`config.mk`:
```
export PLATFORM = sky130hd
export DESIGN_NAME = m_d_areg_queue
export DESIGN_NICKNAME = d
export VERILOG_FILES = /design/src/rtl/m_d_areg_queue.sv
export SDC_FILE = /design/constraint.sdc
export NUM_CORES = 2
export LEC_CHECK = 0
export CORE_AREA = 3 3 325 327
export CTS_BUF_LIST = sky130_fd_sc_hd__clkbuf_2 sky130_fd_sc_hd__clkbuf_4 sky130_fd_sc_hd__clkbuf_8
export CTS_CLUSTER_SIZE = 40
export DETAILED_ROUTE_END_ITERATION = 16
export DIE_AREA = 0 0 328 330
export PLACE_DENSITY = 0.42
export SLEW_MARGIN = 20
export SYNTH_ARGS = -nofsm -noshare
export SYNTH_HDL_FRONTEND = slang
export SYNTH_SLANG_ARGS = --single-unit
```
`constraint.sdc`:
```
create_clock -name clk -period 20.1 [get_ports clk]
set_input_delay 2.01 -clock clk [delete_from_list [all_inputs] [get_ports clk]]
set_output_delay 2.01 -clock clk [all_outputs]
set_load 0.05 [all_outputs]
```
`src/rtl/m_d_areg_queue.sv`:
```
// Multi-entry memory-to-data-cache access register: a DEPTH-deep circular
// buffer of flit bundles, presenting the oldest entry to the cache until it is popped.
module m_d_areg_queue #(
  parameter int FLIT_W = 144,
  parameter int DEPTH  = 4,
  localparam int PTR_W = $clog2(DEPTH)
) (
  input  logic              clk,
  input  logic              rst,
  input  logic [FLIT_W-1:0] m_flits_d,
  input  logic              v_m_flits_d,
  input  logic              dc_done_access,
  input  logic              ovf_clr,
  output logic [FLIT_W-1:0] m_d_areg_flits,
  output logic              v_m_d_areg_flits,
  output logic              m_d_areg_state,
  output logic [PTR_W:0]    m_d_areg_count,
  output logic              m_d_areg_ovf
);

  localparam logic [PTR_W:0]   FULL_CNT = (PTR_W+1)'(DEPTH);
  localparam logic [PTR_W-1:0] PTR_ONE  = PTR_W'(1);
  localparam logic [PTR_W:0]   CNT_ONE  = (PTR_W+1)'(1);

  // Handshake: v_m_flits_d is a one-cycle push strobe with no ready; the sender
  // must watch m_d_areg_state and any push while full without a pop is dropped
  // and flagged. dc_done_access pops the head; it is ignored when empty.

  logic [FLIT_W-1:0] mem [DEPTH];
  logic [PTR_W-1:0]  wr_ptr;
  logic [PTR_W-1:0]  rd_ptr;
  logic [PTR_W:0]    count;
  logic              ovf;

  logic full;
  logic empty;
  logic push_ok;
  logic pop_ok;
  logic push_drop;

  always_comb begin
    full      = (count == FULL_CNT);
    empty     = (count == '0);
    push_ok   = v_m_flits_d & (~full | dc_done_access);
    pop_ok    = dc_done_access & ~empty;
    push_drop = v_m_flits_d & ~push_ok;
  end

  // When full, a paired push and pop hit the same slot; the push write is
  // placed last so the new data survives over the free-zeroing.
  always_ff @(posedge clk or posedge rst) begin
    if (rst) begin
      for (int i = 0; i < DEPTH; i++) mem[i] <= '0;
      wr_ptr <= '0;
      rd_ptr <= '0;
    end else begin
      if (pop_ok) begin
        mem[rd_ptr] <= '0;
        rd_ptr      <= rd_ptr + PTR_ONE;
      end
      if (push_ok) begin
        mem[wr_ptr] <= m_flits_d;
        wr_ptr      <= wr_ptr + PTR_ONE;
      end
    end
  end

  always_ff @(posedge clk or posedge rst) begin
    if (rst) begin
      count <= '0;
    end else begin
      case ({push_ok, pop_ok})
        2'b10:   count <= count + CNT_ONE;
        2'b01:   count <= count - CNT_ONE;
        default: count <= count;
      endcase
    end
  end

  // A drop in the same cycle as a clear leaves the flag set.
  always_ff @(posedge clk or posedge rst) begin
    if (rst) begin
      ovf <= 1'b0;
    end else if (push_drop) begin
      ovf <= 1'b1;
    end else if (ovf_clr) begin
      ovf <= 1'b0;
    end
  end

  always_comb begin
    m_d_areg_flits   = empty ? '0 : mem[rd_ptr];
    v_m_d_areg_flits = ~empty;
    m_d_areg_state   = full;
    m_d_areg_count   = count;
    m_d_areg_ovf     = ovf;
  end

endmodule
```
# Word-level counts from Yosys, hierarchy flattened
# Index checks and enable logic that the tools add are counted.
dict set report classes {
  bitwise 11
  n_reduce_logical 5
  n_eq_ne 3
  add_sub_neg 4
  order_cmp 4
  mux 14
}
# operator count
set ops {}
lappend ops {{576-bit two-way mux} 2}
lappend ops {{144-bit two-way mux} 5}
lappend ops {{576-bit bitwise AND} 1}
lappend ops {{576-bit bitwise mux} 1}
lappend ops {{144-bit demux with 2-bit select} 2}
lappend ops {{576-bit inverter} 1}
lappend ops {{144-bit binary-select mux with 2-bit select} 1}
lappend ops {{3-bit greater-or-equal comparator, second input constant} 2}
lappend ops {{3-bit by 1-bit < comparator with 1-bit output, second input constant} 2}
lappend ops {{2-bit inverter with 3-bit output} 2}
lappend ops {{3-bit one-hot mux with 2 select lines} 1}
lappend ops {{2-bit by 1-bit adder with 2-bit output, second input constant} 2}
lappend ops {{2-bit nonzero test} 2}
lappend ops {{3-bit by 1-bit adder with 3-bit output, second input constant} 1}
lappend ops {{1-bit bitwise AND} 3}
lappend ops {{3-bit equality test, second input constant} 1}
lappend ops {{3-bit zero test} 1}
lappend ops {{1-bit inverter} 3}
lappend ops {{3-bit by 1-bit subtractor with 3-bit output, second input constant} 1}
lappend ops {{2-bit by 1-bit equality test with 1-bit output, second input constant} 1}
lappend ops {{2-bit equality test, second input constant} 1}
lappend ops {{1-bit logical AND} 2}
lappend ops {{1-bit two-way mux} 2}
lappend ops {{1-bit OR} 1}
dict set report word_totals {
  inputBits 149
  wordCells 49
  register_bits 584
  out_inout_bits 150
}

# Depth between registers and ports, before layout
dict set report depth {
  depth_word 10
  ltp_mapped 10
  depth_no_buf 8
}

# Least setup slack after synthesis
# OpenSTA, ideal clock, no wires.
dict set report synth_timing {
  path_type {register -> output}
  startpoint {reg count[1], in the netlist m_d_areg_count[1]}
  endpoint {out m_d_areg_flits[134]}
  t_required_ns 18.090
  path_buffers 2
  path_stages_with_launch 5
  t_arrival_ns 2.204
  slack_ns 15.886
  path_cell_list {dfrtp_1 > buf_2 > or3_1 > clkbuf_1 > and2_1}
}
dict set report synth_between {
  elab_chain_cells 2
}
# item line_no
set synth_lines {}
lappend synth_lines {{start, declared} 32} ;# logic [PTR_W:0] count;
lappend synth_lines {{start signal, assigned} 73} ;# 2'b10: count <= count + CNT_ONE;
lappend synth_lines {{start signal, assigned} 74} ;# 2'b01: count <= count - CNT_ONE;
lappend synth_lines {{start signal, assigned} 75} ;# default: count <= count;
lappend synth_lines {{3-bit zero test} 43} ;# empty = (count == '0);
lappend synth_lines {{144-bit two-way mux} 92} ;# m_d_areg_flits = empty ? '0 : mem[rd_ptr];
lappend synth_lines {{end, declared} 14} ;# output logic [FLIT_W-1:0] m_d_areg_flits,
# No other way between the ends.

# Worst setup path after layout
dict set report layout_timing {
  startpoint {reg rd_ptr[1]}
  endpoint {out m_d_areg_flits[142]}
}
dict set report layout_between {
  elab_chain_cells 5
}
# item line_no
set layout_lines {}
lappend layout_lines {{start, declared} 31} ;# logic [PTR_W-1:0] rd_ptr;
lappend layout_lines {{start signal, assigned} 59} ;# rd_ptr <= rd_ptr + PTR_ONE;
lappend layout_lines {{2-bit inverter with 3-bit output (not written as such)} 92}
lappend layout_lines {{144-bit binary-select mux with 2-bit select} 92}
lappend layout_lines {{144-bit two-way mux (not written as such) (2 in a row)} 92}
lappend layout_lines {{144-bit two-way mux} 92}
# No other way between the ends. The select of a mux whose other input is x is not followed.

==> qor.txt <==
RSZ-0062 raised after global routing: no
Pre-antenna DRT Iters: 7
Tcrit/Tclk final: 31.4%
CTS Hold Buffers Added: 0
Dominant synthesized flop cell: dfrtp_1
Cell area after layout: 35300 sq um
Global-route wire length before repair: 139000 microns
Critical path's largest stage delay: 1.01 ns
Full die area: 108000 sq um
Max-slew violation count: 0
Clock transition at path regs: 0.06 ns
DRC viols: 0
Die Y-Extent: 330 microns
Remaining antenna violation count after routing: 0
Final Wtd Congestion: 0.720
Most Crowded Layer GR: met2
Initial Utilization: 27.8%
Mapped Cells: 2389
Synth warnings: 0
CP max FO: 56
WL per Instance: 22.1 microns
Synth unique cells: 25
Fin Setup TNS: 0 ns
Hold Vio Cnt, Final: 0
Top cell type's share of synthesized area: 51.0%
Largest net degree at the start of global routing: 148
Clock Latency Late Sink: 0.74 ns
Initial antenna violation count: 18
Vias in the first global route: 21800
PortBufs: 298
CP max-delay cell: clkdlybuf4s50_1
Placed Cells: 3935
Area Overhead vs Synth: 23.2%
Total number of vias: 19400
Num rows: 118
Number of buffers created by CTS: 115
IO Pins: 299
Cts repair resizes: 0
DIE WIDTH: 328 microns
WP data required: 18.09 ns
CP arrival: 4.30 ns
Status: completed
Placed inst area: 32700 sq um
Final #Nets: 2832
CTS tree: done
Met2 Use GR: 27.2%
Grt met3 use: 4.15%
Netlist Area Pre-Place: 28700 sq um
1st-iter DRT viols: 1061
Worst VDD drop: 0.131 mV
Core region area: 103000 sq um
CTS Sinks: 584
Design Power: 6.69 mW
Post-synth EDFFs: 0
Fraction of layout cells with a size suffix above 1: 14.8%
CP endpoint kind: output pin
Max-cap viol count: 0
Power Dens Cells: 189 nW/um^2
GRT Resource Usage Total: 17.0%
Leakage power: 15.4 nW
Max Clock Skew: 0.0159 ns
Largest cells by area after synthesis: dfrtp_1 51%, mux2i_1 20%, mux4_2 11%, nand2_1 7.6%, and2_1 3.2%
Post-CTS Setup Repair Bufs: 0
# H-tree levels: 3
Crit path cell chain: buf_4, mux4_2, and2_1, clkdlybuf4s50_1
Grt met1 use: 22.8%
Root buf cell: clkbuf_8
Syn_area_per_cell: 12.0 sq um
Tightest Pin Transition: 1.14 ns
# setup viols final: 0
Min Tclk post-route: 6.31 ns
Most frequent cell after synthesis: dfrtp_1
Final hold slack: 0.518 ns
Max Clock Freq: 158 MHz
Vias per cell: 4.66
Grt ovf: 0
Longest Clk Path Bufs: 3
Worst setup path class: register to output pin
Final Non-Filler Cells: 4153
Critical path launch point type: register
HP Class: register to register
Final WL: 91800 microns
Fill cells: 10200
Slew HR: 24.1%
Post-DP HPWL: 51400 microns
Most common library cells after synthesis: 584 x dfrtp_1, 581 x nand2_1, 577 x mux2i_1, 153 x inv_1, 145 x and2_1
Seq/Total Area, Yosys: 51.0%
Asr flop ratio synth: 100%
Yosys top cell by area: dfrtp_1
#FFs+latches synth: 584
Mapped Nets: 2548
-- critical path: cells and delay by family (launching register included) --
kind,cells,cell delay [ns]
flops,1,0.94
simple gates,1,0.13
mux,1,0.37
buf+inv,2,1.94
-- metrics by stage --
step | util (%) | setup slack, ns
floorplan | - | 1.75
global placement | 31.7 | 14.35
detailed placement | 31.7 | 14.33
CTS | 34.2 | 13.44
global route | 34.2 | 13.51
finish | 34.2 | 13.79
-- sequential cells by signal, indices dropped and copies added (netlist names) --
register and cells:
m_d_areg_count 3, m_d_areg_ovf 1, mem 576, rd_ptr 2, wr_ptr 2
-- cell type report --
class                           instances  area [sq um]  area share, %
Antenna cell                            8          20.0         0.0567
Tap cell                             1380          1730           4.89
Timing Repair Buffer                  340          3340           9.47
Clock inverter                         19           139          0.393
Multi-Input combinational cell       1479         12500           35.4
Inverter                              153           582           1.65
Clock buffer                          190          2380           6.75
Sequential cell                       584         14600           41.4
-- final timing paths --
path	slack (ns)	cells past startpoint	from	to
worst max-delay path	13.79	4	rd_ptr[1]	m_d_areg_flits[142]
worst min-delay path	0.52	2	mem[12]	mem[12]
worst max register to register	15.60	8	rd_ptr[1]	mem[393]
worst min register to register	0.52	2	mem[12]	mem[12]
max in group asynchronous	15.87	4	rst	mem[399]
min in group asynchronous	1.83	2	rst	mem[236]
-- kinds of logic (layout without fill, tap and decap cells) --
kind of cell / after synthesis / in the layout / share of synthesized area (%)
multiplexers: 722 / 722 / 31.5
AND/OR/NAND/NOR: 736 / 736 / 11.1
AO/OA/AOI/OAI: 6 / 6 / 0.401
adder cells (fa/ha/maj): 10 / 10 / 0.463
other: 0 / 8 / 0
XOR/XNOR: 5 / 5 / 0.153
flip-flops: 584 / 584 / 51.0
buffers and inverters: 326 / 702 / 5.45
-- cells in the final DEF, fill, tap and decap left out, types with 2 or more instances in the layout --
master,netlist,final
nand2_1,581,581
o21ai_0,2,2
xor2_1,2,2
clkdlybuf4s50_1,0,298
buf_4,9,39
buf_12,0,2
dfrtp_1,584,582
dfrtp_4,0,2
inv_1,153,152
clkinvlp_4,0,2
clkinv_2,0,13
o311ai_4,4,4
xnor2_1,3,3
mux2i_1,577,577
mux4_2,144,144
clkbuf_4,0,37
clkbuf_8,0,153
diode_2,0,8
ha_1,9,9
and2_1,145,145
nor2_4,4,4
inv_8,0,2
-- per-layer routing --
metal | routed length (microns) | vias up
met3 | 4960 | 140
li1 | - | 8607
met2 | 42900 | 441
met1 | 41900 | 10200
met5 | 95 | -
met4 | 1880 | 12
-- power breakdown --
| group | switching [mW] | total, mW | internal [mW] |
|---|---|---|---|
| sequential | 0.292 | 1.96 | 1.67 |
| clock | 0.547 | 1.30 | 0.756 |
| combinational | 2.07 | 3.42 | 1.35 |
(Power assumes the default switching activity.)
